<file path="config.mk">
export PLATFORM = sky130hd
export DESIGN_NAME = pll_mdrp_sequencer
export DESIGN_NICKNAME = d
export VERILOG_FILES = /design/src/rtl/pll_mdrp_pkg.sv /design/src/rtl/pll_mdrp_clkgen.sv /design/src/rtl/pll_mdrp_sequencer.sv
export SDC_FILE = /design/constraint.sdc
export NUM_CORES = 1
export LEC_CHECK = 0
export ABC_CLOCK_PERIOD_IN_PS = 2800
export BUFFER_PORTS_ARGS = -buffer_cell sky130_fd_sc_hd__buf_2
export CORE_ASPECT_RATIO = 0.8
export CORE_MARGIN = 2
export CORE_UTILIZATION = 55
export DETAILED_ROUTE_END_ITERATION = 16
export GPL_ROUTABILITY_DRIVEN = 0
export GPL_TIMING_DRIVEN = 0
export PLACE_DENSITY = 0.84
export SYNTH_ARGS = -nofsm -noshare
export SYNTH_HDL_FRONTEND = slang
export SYNTH_SLANG_ARGS = --single-unit
</file>
<file path="constraint.sdc">
create_clock -name clk -period 2.8 [get_ports clk]
set_clock_uncertainty 0.2 [all_clocks]
set_input_delay 0.56 -clock clk [delete_from_list [all_inputs] [get_ports clk]]
set_output_delay 0.56 -clock clk [all_outputs]
set_load 0.05 [all_outputs]
</file>
<file path="src/rtl/pll_mdrp_pkg.sv">
// Shared opcodes, FSM state encodings and register constants for the PLL MDRP sequencer.
package pll_mdrp_pkg;
  localparam logic [1:0] OPC_NOP  = 2'b00;
  localparam logic [1:0] OPC_WR   = 2'b01;
  localparam logic [1:0] OPC_RD   = 2'b10;
  localparam logic [1:0] OPC_ADDR = 2'b11;

  localparam logic [3:0] S_IDLE      = 4'd0;
  localparam logic [3:0] S_ADDR      = 4'd1;
  localparam logic [3:0] S_WRITE     = 4'd2;
  localparam logic [3:0] S_READ      = 4'd3;
  localparam logic [3:0] S_CMP       = 4'd4;
  localparam logic [3:0] S_RST       = 4'd5;
  localparam logic [3:0] S_WAIT_LOCK = 4'd6;
  localparam logic [3:0] S_DONE      = 4'd7;
  localparam logic [3:0] S_ERR       = 4'd8;

  localparam logic [7:0] ODIV0_ADDR = 8'h12;
endpackage

</file>
<file path="src/rtl/pll_mdrp_clkgen.sv">
// Free-running md_clk divider; strobes mark the clk edge on which md_clk falls or rises.
module pll_mdrp_clkgen #(
  parameter int MD_HALF = 4
) (
  input  logic clk,
  input  logic rst_n,
  output logic md_clk,
  output logic fall_stb,
  output logic rise_stb
);
  localparam int CW = $clog2(MD_HALF);

  logic [CW-1:0] cnt;
  logic          wrap;

  assign wrap     = (cnt == CW'(MD_HALF - 1));
  assign fall_stb = wrap & md_clk;
  assign rise_stb = wrap & ~md_clk;

  always_ff @(posedge clk or negedge rst_n) begin
    if (!rst_n) begin
      cnt    <= '0;
      md_clk <= 1'b0;
    end else if (wrap) begin
      cnt    <= '0;
      md_clk <= ~md_clk;
    end else begin
      cnt <= cnt + 1'b1;
    end
  end
endmodule

</file>
<file path="src/rtl/pll_mdrp_sequencer.sv">
// One MDRP reconfiguration per request: address, write, (optional readback), PLL reset, relock wait.
// Readback verification is built when PLL_MDRP_READBACK_EN is defined.
module pll_mdrp_sequencer
  import pll_mdrp_pkg::*;
#(
  parameter int MD_HALF      = 4,
  parameter int RST_CYCLES   = 16,
  parameter int LOCK_TIMEOUT = 65535
) (
  input  logic       clk,
  input  logic       rst_n,
  input  logic       req_valid,
  output logic       req_ready,
  input  logic [7:0] req_addr,
  input  logic [7:0] req_data,
  output logic       busy,
  output logic       done,
  output logic       err,
  input  logic       pll_lock,
  output logic       pll_reset,
  output logic       md_clk,
  output logic [1:0] md_opc,
  output logic       md_ainc,
  output logic [7:0] md_wdi,
  input  logic [7:0] md_rdo
);
  localparam int RW = $clog2(RST_CYCLES + 1);
  localparam int TW = $clog2(LOCK_TIMEOUT + 1);

  logic [3:0]    state;
  logic [7:0]    addr_q, data_q;
  logic          issued;
  logic [RW-1:0] rst_cnt;
  logic [TW-1:0] to_cnt;
  logic          lock_m, lock_s;
  logic          md_fall, md_rise;

  pll_mdrp_clkgen #(.MD_HALF(MD_HALF)) u_clkgen (
    .clk      (clk),
    .rst_n    (rst_n),
    .md_clk   (md_clk),
    .fall_stb (md_fall),
    .rise_stb (md_rise)
  );

  assign req_ready = (state == S_IDLE);
  assign busy      = ~req_ready;
  assign done      = (state == S_DONE);
  assign err       = (state == S_ERR);
  assign md_ainc   = 1'b0;

  always_ff @(posedge clk or negedge rst_n) begin
    if (!rst_n) {lock_s, lock_m} <= 2'b00;
    else        {lock_s, lock_m} <= {lock_m, pll_lock};
  end

`ifdef PLL_MDRP_READBACK_EN
  logic [7:0] rd_q;
`else
  logic unused_rb;
  assign unused_rb = ^{md_rdo, md_rise};
`endif

  // Opcode/data only move on md_fall, so the PLL sees them stable across its rising edge.
  always_ff @(posedge clk or negedge rst_n) begin
    if (!rst_n) begin
      state     <= S_IDLE;
      addr_q    <= '0;
      data_q    <= '0;
      issued    <= 1'b0;
      rst_cnt   <= '0;
      to_cnt    <= '0;
      pll_reset <= 1'b0;
      md_opc    <= OPC_NOP;
      md_wdi    <= '0;
`ifdef PLL_MDRP_READBACK_EN
      rd_q      <= '0;
`endif
    end else begin
      case (state)
        S_IDLE: if (req_valid) begin
          addr_q <= req_addr;
          data_q <= req_data;
          issued <= 1'b0;
          state  <= S_ADDR;
        end
        S_ADDR: if (md_fall) begin
          if (!issued) begin
            md_opc <= OPC_ADDR;
            md_wdi <= addr_q;
            issued <= 1'b1;
          end else begin
            md_opc <= OPC_WR;
            md_wdi <= data_q;
            state  <= S_WRITE;
          end
        end
        S_WRITE: if (md_fall) begin
`ifdef PLL_MDRP_READBACK_EN
          md_opc <= OPC_RD;
          state  <= S_READ;
`else
          md_opc    <= OPC_NOP;
          pll_reset <= 1'b1;
          rst_cnt   <= '0;
          state     <= S_RST;
`endif
        end
`ifdef PLL_MDRP_READBACK_EN
        // Read data appears on the rise inside the RD period; capture it on the following rise.
        S_READ: begin
          if (md_fall && issued) begin
            md_opc <= OPC_NOP;
            issued <= 1'b0;
          end else if (md_rise && !issued) begin
            rd_q  <= md_rdo;
            state <= S_CMP;
          end
        end
        S_CMP: begin
          if (rd_q == data_q) begin
            pll_reset <= 1'b1;
            rst_cnt   <= '0;
            state     <= S_RST;
          end else begin
            state <= S_ERR;
          end
        end
`endif
        S_RST: begin
          if (rst_cnt == RW'(RST_CYCLES - 1)) begin
            pll_reset <= 1'b0;
            to_cnt    <= '0;
            state     <= S_WAIT_LOCK;
          end else begin
            rst_cnt <= rst_cnt + 1'b1;
          end
        end
        S_WAIT_LOCK: begin
          if (lock_s)                                   state  <= S_DONE;
          else if (to_cnt == TW'(LOCK_TIMEOUT - 1))     state  <= S_ERR;
          else                                          to_cnt <= to_cnt + 1'b1;
        end
        default: state <= S_IDLE;
      endcase
    end
  end
endmodule

</file>
==> impl_metrics.yaml, run 1 <==
sta:
  fin_crit_ns: 2.516
  tns_ns: 0
  maxSlewViolCount: 0
  period_share: 0.8987
  relSlewSlack: 0.5110
  tightestPinTransition_ns: 0.7335
  setup_viol: 0
  grt_setup_unrepaired: "false"
  fin_ws_ns: 0.2836
  fmaxAchievable_mhz: 397.4
  hold_violations: 0
  holdWs_ns: 0.04644
layout:
  final_nets: 324
  drive_gt1_frac: 0.2635
  fin_cells: 358
  area_delta_synth_final_pct: 18.11
  diodes: 0
grt:
  grt_pass1_vias: 1993
  overflow: 0
  grt_pass1_wl_um: 9515
  grt_start_max_net_pins: 59
  antenna_found_initial: 0
  grt_usage: 0.2244
route:
  wl_um: 5941
  avgViaCountPerCell: 5.972
  antenna_left: 0
  post-route-drc-count: 0
  routed-via-count: 2138
  drt-initial-drc-count: 228
  wl_per_cell_um: 16.59
  dr.pass1.iters: 4
setup_path:
  critPathArrivalTime_ns: 1.76
  r2r_cells: 6
  critPathCaptureType: "output port"
  cp-start-kind: "flip-flop"
  worstPathMaxFanout: 10
  critPathKind: "flip-flop to output port"
  cp.required_ns: 2.04
yosys:
  synthCells: 245
  synth_edf_count: 0
  synthesis.nets: 278
  synthesis.area_um2: 2756
  yosysSeqAreaShare: 0.5266
  synth_top_area_frac: 0.5266
  synth.area.top_cells: "dfrtp_1 (53%), mux2_2 (6.9%), mux2i_1 (4.4%)"
  synth_warnings: 0
  synth-main-ff-cell: "dfrtp_1"
  synthArstFlopShare: 1.000
  ys_seq_elements: 58
  yosys.cell_types.count: 52
  yosys.area.top_type: "dfrtp_1"
  synth_most_common_cell: "dfrtp_1"
  synth_area_per_cell_um2: 11.25
  synth_commonest_cells: "dfrtp_1 (58), a21oi_1 (18), nor2_1 (18)"
worst_hold_path:
  hp-class: "input pin to async pin"
flow_run:
  cap_violations: 0
power_and_ir_drop:
  leakage_nw: 1.524
  p_total_mw: 3.293
  power.density_nw_per_um2: 1011
  vdd_ir_drop_max_v: 0.0007072
floorplan:
  die_y_um: 67.32
  fp.dieW_um: 83.15
  die-area_um2: 5598
  start_util: 0.5601
  ios: 45
  rows: 23
  coreArea_um2: 4921
placed_design:
  dp_cells: 342
  place_ws_ns: 0.4378
  portBuffers: 35
  place.detailed.hpwl_um: 3976
clock_tree:
  clock-sinks: 58
  cts_made_buffers: 9
  postCtsSetupBuffers: 0
  insertion_delay_ns: 0.35
  cts_buffer_depth: 2
  clkTransAtPathRegs_ns: 0.07
  tritoncts: "done"
  ctsHoldBuffers: 0
  cts_resized: 0
  htree_levels: 3
  cts-root-buf: "clkbuf_8"
status:
  status: "finished, final reports clean"
-- where the power goes --
| part | switching, mW | total, mW | internal (mW) |
|---|---|---|---|
| combinational | 0.737 | 1.16 | 0.426 |
| sequential | 0.136 | 1.22 | 1.08 |
| clock | 0.341 | 0.913 | 0.572 |
| total | 1.21 | 3.29 | 2.08 |
-- layout make-up --
type	count	area (µm²)
multi-input combinational	164	1211
clock inverter	4	72.57
tap	62	77.57
clock buffer	12	165.2
timing repair buffer	35	177.7
sequential	58	1451
buffer	14	66.31
inverter	9	33.78
fill	368	1665
-- routing by layer --
layer  wire length [µm]  track usage
met2               2871       0.3397
met4                111       0.1066
met1               2591       0.2915
met5                  0            0
met3                367      0.08191
-- worst paths after layout --
check                         start          to  slack (ns)
max                        state[2]        done        0.28
min                           rst_n  to_cnt[11]        0.05
max reg2reg                state[3]  rst_cnt[0]        0.33
min reg2reg                  lock_m      lock_s        0.15
max in group asynchronous     rst_n   md_wdi[6]        1.85
min in group clk           pll_lock      lock_m        0.12
-- cells by family after synthesis --
family                     Yosys count  synth area share
adders and majority gates            5           0.02270
xor gates and xnor gates             3          0.009534
other                                1          0.001360
buffers and inverters               23           0.03631
and+or+nand+nor                     79            0.1743
AOI/OAI and AO/OA                   47            0.1162
muxes                               29            0.1130
DFF                                 58            0.5266
-- flip-flops by register name, summed over array words and instances (netlist names) --
signal,flops
to_cnt,16
addr_q,8
data_q,8
md_wdi,8
rst_cnt,5
state,4
md_opc,2
u_clkgen.cnt,2
issued,1
lock_m,1
lock_s,1
pll_reset,1
u_clkgen.md_clk,1
-- critical path, cell delays in order (launching register included) --
cell	delay, ns
dfrtp_1	0.39
clkbuf_1	0.37
nand2b_1	0.18
nor2_1	0.18
buf_2	0.29
-- metrics by stage --
stage                     cell area [µm²]  utilization
after floorplan                      2763            -
after global placement               3015       0.6128
after detailed placement             3015       0.6128
after CTS                            3253       0.6611
after global routing                 3256       0.6616
final                                3256       0.6616
-- cell usage in the layout (no fill, tap or decap), types with 3 or more instances in the layout --
cell type / netlist / layout
nand3_1: 3 / 3
inv_1: 9 / 9
nor2_1: 18 / 18
ha_1: 5 / 5
clkbuf_1: 10 / 10
or4_1: 6 / 6
a21oi_1: 18 / 18
nand4_1: 4 / 4
nand2b_1: 5 / 5
dfrtp_1: 58 / 58
o21ai_0: 4 / 4
buf_2: 1 / 35
nand2_1: 14 / 14
mux2i_1: 12 / 12
nor4_1: 5 / 4
nor4b_1: 3 / 3
and3_1: 4 / 4
clkbuf_8: 0 / 12
a22o_1: 3 / 3
o2111ai_1: 3 / 3
mux2_2: 17 / 17
o31ai_1: 5 / 5
Power figures use the tool's default switching activity.
==> run 2, diff against run 1 <==
--- a/config.mk
+++ b/config.mk
@@ -5,6 +5,7 @@
 export SDC_FILE = /design/constraint.sdc
 export NUM_CORES = 1
 export LEC_CHECK = 0
+export ABC_AREA = 1
 export ABC_CLOCK_PERIOD_IN_PS = 2800
 export BUFFER_PORTS_ARGS = -buffer_cell sky130_fd_sc_hd__buf_2
 export CORE_ASPECT_RATIO = 0.8
@@ -13,7 +14,7 @@
 export DETAILED_ROUTE_END_ITERATION = 16
 export GPL_ROUTABILITY_DRIVEN = 0
 export GPL_TIMING_DRIVEN = 0
-export PLACE_DENSITY = 0.84
+export PLACE_DENSITY = 0.83
 export SYNTH_ARGS = -nofsm -noshare
 export SYNTH_HDL_FRONTEND = slang
 export SYNTH_SLANG_ARGS = --single-unit
==> run 2 against run 1 <==
Non-clock buffer count is 5 lower. Synthesized area is 7.9% higher. Count of clock-buffer cells in the layout is 2 lower. Sequential cell count stayed put. Synthesized cell count is 60% higher. Clock power is 27% lower.
==> impl_metrics.yaml, run 2 <==
yosys:
  synth.area.top_cells: "dfrtp_1 (49%), nand2_1 (19%), nor2_1 (6.6%)"
  synthArstFlopShare: 1.000
  synthesis.area_um2: 2973
  synth_area_per_cell_um2: 7.603
  synth-main-ff-cell: "dfrtp_1"
  synth_most_common_cell: "nand2_1"
  yosys.cell_types.count: 28
  synth_warnings: 0
  yosysSeqAreaShare: 0.4882
  ys_seq_elements: 58
  synthCells: 391
  yosys.area.top_type: "dfrtp_1"
  synth_top_area_frac: 0.4882
  synthesis.nets: 424
  synth_edf_count: 0
  synth_commonest_cells: "nand2_1 (147), dfrtp_1 (58), nor2_1 (52)"
sta:
  hold_violations: 0
  fin_ws_ns: 0.4349
  maxSlewViolCount: 0
  setup_viol: 0
  relSlewSlack: 0.5253
  period_share: 0.8447
  tns_ns: 0
  fmaxAchievable_mhz: 422.8
  tightestPinTransition_ns: 0.7120
  holdWs_ns: 0.07290
  grt_setup_unrepaired: "false"
  fin_crit_ns: 2.365
setup_path:
  critPathKind: "flip-flop to output port"
  r2r_start: "rst_cnt[0]"
  critPathArrivalTime_ns: 1.61
  worstPathMaxFanout: 6
  cp-start-kind: "flip-flop"
  critPathCaptureType: "output port"
  cp.required_ns: 2.04
  critical_path.startpoint: "state[0]"
route:
  wl_um: 6055
  avgViaCountPerCell: 5.161
  routed-via-count: 2601
  wl_per_cell_um: 12.01
  drt-initial-drc-count: 233
  post-route-drc-count: 0
  dr.pass1.iters: 4
  antenna_left: 0
clock_tree:
  cts-root-buf: "clkbuf_8"
  cts_resized: 0
  insertion_delay_ns: 0.34
  clkTransAtPathRegs_ns: 0.07
  htree_levels: 3
  cts_made_buffers: 9
  cts_buffer_depth: 2
  postCtsSetupBuffers: 0
  clock-sinks: 58
  tritoncts: "done"
  ctsHoldBuffers: 0
grt:
  antenna_found_initial: 0
  grt_usage: 0.2258
  overflow: 0
  grt_pass1_wl_um: 10740
  grt_pass1_vias: 2417
  grt_start_max_net_pins: 59
layout:
  multiInputGateArea_um2: 1349
  diodes: 0
  area_delta_synth_final_pct: 14.31
  seq_area_um2: 1451
  final_common_cell: "nand2_1"
  fin_cells: 504
  largest-register: "to_cnt"
  largest_reg_flops: 16
  drive_gt1_frac: 0.1538
  layout_common_cells: "nand2_1 (147), dfrtp_1 (58), nor2_1 (52)"
  fillers: 408
  final_nets: 470
  stdcell_area_um2: 3398
power_and_ir_drop:
  leakage_nw: 1.739
  power.density_nw_per_um2: 914.0
  vdd_ir_drop_max_v: 0.0004473
floorplan:
  rows: 23
  fp.dieW_um: 86.20
  coreArea_um2: 5122
  die-area_um2: 6013
  ios: 45
  die_y_um: 69.76
  start_util: 0.5804
worst_hold_path:
  hp-class: "input pin to async pin"
placed_design:
  place_area_um2: 3226
  place_ws_ns: 0.7029
  place.detailed.hpwl_um: 4375
  portBuffers: 35
  dp_cells: 488
flow_run:
  cap_violations: 0
status:
  status: "finished, final reports clean"
[run 2: changes by cell type after synthesis, sizes merged, moves of 4 or more]
cell / change
nand3: +24
nor2: +36
nand2: +138
nor4: -5
clkbuf: -7
inv: +24
nand2b: -5
mux2: -17
mux2i: -12
and3: -4
or4: -7
a21oi: -15
o21ai: +15
[run 2: worst paths after layout]
| path | endpoint | slack, ns | depth (start not counted) |
|---|---|---|---|
| hold / removal | to_cnt[12] | 0.07 | 1 |
| min in group clk | lock_m | 0.12 | 1 |
| hold reg to reg | lock_s | 0.15 | 0 |
| setup reg to reg | to_cnt[5] | 0.70 | 11 |
| max in group asynchronous | to_cnt[3] | 1.86 | 1 |
| setup / recovery | busy | 0.43 | 5 |
[run 2: cell type report]
type                       count  share of cell area
timing repair buffer          35             0.05228
clock inverter                 6             0.01252
sequential                    58              0.4271
inverter                      33             0.03645
buffer                         9             0.01436
clock buffer                  10             0.03756
multi-input combinational    291              0.3969
tap                           62             0.02283
[run 2: routing by layer]
layer / GRT usage / vias up / wire length, µm
li1: - / 1323 / -
met1: 0.3206 / 1197 / 2921
met2: 0.3325 / 68 / 2653
met3: 0.06310 / 13 / 348
met4: 0.07986 / 0 / 132
met5: 0 / - / 0
[run 2: logic make-up (layout without fill, tap and decap cells)]
logic type,Yosys count,in the layout,synth area share
buffers and inverters,42,93,0.05808
XOR/XNOR,7,7,0.02062
other,1,1,0.001261
AO/OA/AOI/OAI,32,32,0.06398
flip-flops,58,58,0.4882
AND/OR/NAND/NOR,246,246,0.3468
adder cells (fa/ha/maj),5,5,0.02104
[run 2: through the flow]
step,utilization,power [mW]
global route,0.6634,3.341
finish,0.6634,3.106
global placement,0.6297,2.412
floorplan,-,2.146
CTS,0.6629,3.125
detailed placement,0.6297,2.452
[run 2: critical path, cell delays in order, from the launching register on]
cell and delay (ns):
dfrtp_1 0.43, inv_1 0.17, nand2_1 0.10, nor2_1 0.22
inv_1 0.11, buf_2 0.22
[run 2: report_power, final]
| part | internal, mW | switching (mW) |
|---|---|---|
| clock network | 0.321 | 0.344 |
| logic | 0.331 | 0.875 |
| registers | 1.08 | 0.155 |
==> run 3, diff against run 2 <==
--- a/config.mk
+++ b/config.mk
@@ -5,8 +5,8 @@
 export SDC_FILE = /design/constraint.sdc
 export NUM_CORES = 1
 export LEC_CHECK = 0
-export ABC_AREA = 1
-export ABC_CLOCK_PERIOD_IN_PS = 2800
+export ABC_AREA = 0
+export ABC_CLOCK_PERIOD_IN_PS = 2300
 export BUFFER_PORTS_ARGS = -buffer_cell sky130_fd_sc_hd__buf_2
 export CORE_ASPECT_RATIO = 0.8
 export CORE_MARGIN = 2
@@ -14,7 +14,7 @@
 export DETAILED_ROUTE_END_ITERATION = 16
 export GPL_ROUTABILITY_DRIVEN = 0
 export GPL_TIMING_DRIVEN = 0
-export PLACE_DENSITY = 0.83
+export PLACE_DENSITY = 0.84
 export SYNTH_ARGS = -nofsm -noshare
 export SYNTH_HDL_FRONTEND = slang
 export SYNTH_SLANG_ARGS = --single-unit
==> constraint.sdc (replaced) <==
create_clock -name clk -period 2.3 [get_ports clk]
set_clock_uncertainty 0.2 [all_clocks]
set_input_delay 0.46 -clock clk [delete_from_list [all_inputs] [get_ports clk]]
set_output_delay 0.46 -clock clk [all_outputs]
set_load 0.05 [all_outputs]
==> run 3 against run 2 <==
The flow now finishes with violations (negative hold slack). First-iteration DRC count is 54% lower. Clock power is 19% higher. Count of clock-buffer cells in the layout is 3 higher. Global-route usage is 1.4 points lower. Hold slack worse by 0.11 ns. Cell count is 29% lower. Cell area is 4.0% lower. Largest cell class unchanged. Largest power group unchanged. Highest routed layer unchanged.
==> impl_metrics.yaml, run 3 (synthesized netlist as in run 1, its figures left out) <==
setup_path:
  critPathArrivalTime_ns: 1.57
  crit_chain: "clkbuf_2, nor4_4, inv_2, buf_2"
  cp.required_ns: 1.64
  worstPathMaxFanout: 10
  crit_path_top_delay_cell: "dfrtp_1"
  critPathKind: "flip-flop to output port"
  slowest_delay_ns: 0.38
  cp-start-kind: "flip-flop"
  rrSetupSlack_ns: 0.11
  critPathCaptureType: "output port"
clock_tree:
  htree_levels: 3
  cts_buffer_depth: 2
  insertion_delay_ns: 0.34
  clkTransAtPathRegs_ns: 0.06
  cts_made_buffers: 9
  clock-sinks: 58
  tritoncts: "done"
  ctsHoldBuffers: 0
  cts-root-buf: "clkbuf_8"
route:
  avgViaCountPerCell: 5.731
  wl_per_cell_um: 15.50
  post-route-drc-count: 0
  dr.pass1.iters: 4
  drt-initial-drc-count: 108
  routed-via-count: 2063
  antenna_left: 0
  wl_um: 5581
layout:
  multiInputGateArea_um2: 1256
  area_delta_synth_final_pct: 18.34
  final_nets: 326
  drive_gt1_frac: 0.2886
  final_common_cell: "dfrtp_1"
  diodes: 0
  utilization: 0.6629
  largest-register: "to_cnt"
  fillers: 391
  largest_reg_flops: 16
  fin_cells: 360
  layout_common_cells: "dfrtp_1 (58), buf_2 (33), nor2_1 (18), a21oi_1 (18), mux2_2 (17)"
  seq_area_um2: 1451
flow_run:
  cap_violations: 0
floorplan:
  fp.dieW_um: 83.15
  coreArea_um2: 4921
  die_y_um: 67.32
  die-area_um2: 5598
  start_util: 0.5601
  rows: 23
  ios: 45
power_and_ir_drop:
  switching_share: 0.3854
  vdd_ir_drop_max_v: 0.0006694
  p_total_mw: 3.730
  p_sw_mw: 1.438
  p_int_mw: 2.293
  clkPwrFrac: 0.212
  power.density_nw_per_um2: 1144
  p_comb_frac: 0.390
  seq_power_share: 0.398
  leakage_nw: 1.519
grt:
  grt_usage: 0.2114
  overflow: 0
  antenna_found_initial: 0
  grt_pass1_vias: 1892
  grt_start_max_net_pins: 59
  grt_pass1_wl_um: 9101
sta:
  fmaxAchievable_mhz: 449.1
  tns_ns: 0
  tightestPinTransition_ns: 0.7147
  relSlewSlack: 0.5235
  hold_violations: 31
  grt_setup_unrepaired: "false"
  setup_viol: 0
  fin_crit_ns: 2.227
  holdWs_ns: -0.03373
  period_share: 0.9681
  maxSlewViolCount: 0
status:
  status: "finished with violations"
  failed_checks: "negative hold slack"
placed_design:
  place.detailed.hpwl_um: 3865
  dp_cells: 342
  portBuffers: 35
worst_hold_path:
  hp-class: "input pin to async pin"
==> run 3: cell types whose count changed in the layout (fill, tap and decap cells not counted), sizes merged, moves of 10 or more <==
cell,previous run,this run
mux2i,0,12
a21oi,3,18
nor2,54,18
o21ai,20,5
mux2,0,17
inv,34,9
nand3,27,3
clkbuf,14,24
nand2,152,14
==> run 3: per-stage QoR <==
step	setup slack, ns	cell area, µm²
2_1_floorplan	-0.07811	2796
3_3_place_gp	0.004188	3049
3_5_place_dp	-0.02265	3049
4_1_cts	0.02040	3214
5_1_grt	0.006231	3262
6_report	0.07344	3262
==> run 3: layer usage <==
layer | vias up | GRT usage | routed length [µm]
li1 | 1000 | - | -
met2 | 36 | 0.3226 | 2779
met4 | 0 | 0.09221 | 24
met3 | 2 | 0.06846 | 243
met5 | - | 0 | 0
met1 | 1025 | 0.2810 | 2534
==> run 3: path summary, 6_finish.rpt <==
kind,cells past startpoint,from,end
max,4,state[3],busy
min,1,rst_n,rst_cnt[0]
max reg2reg,5,state[0],to_cnt[14]
min reg2reg,0,lock_m,lock_s
max in group asynchronous,1,rst_n,data_q[0]
min in group clk,1,pll_lock,lock_m
==> run 3: what timing repair did <==
item                                    CTS  global route
pin swaps                                 0             2
resized for setup                         1             7
setup buffers                             0             2
endpoints found under the setup margin    2            14
==> run 3: area by class of cell <==
type	instances	share of cell area
Timing Repair Buffer	37	0.05984
Buffer	14	0.02570
Clock buffer	13	0.04565
Multi-Input combinational cell	164	0.3851
Clock inverter	3	0.004603
Inverter	9	0.01036
Sequential cell	58	0.4450
Tap cell	62	0.02378
==> run 3: worst max-delay path: cells and delay by family (launching register included) <==
| kind | cells | cell delay, ns |
|---|---|---|
| flops | 1 | 0.38 |
| simple gates | 1 | 0.36 |
| buf+inv | 3 | 0.50 |
==> run 3: power groups by stage <==
stage                     logic [mW]  registers [mW]  clock network [mW]
after floorplan                0.819            1.79                   0
after CTS                       1.45            1.49               0.810
after global routing            1.56            1.52               0.856
final                           1.45            1.49               0.791
after global placement          1.39            1.48                   0
after detailed placement        1.44            1.50                   0
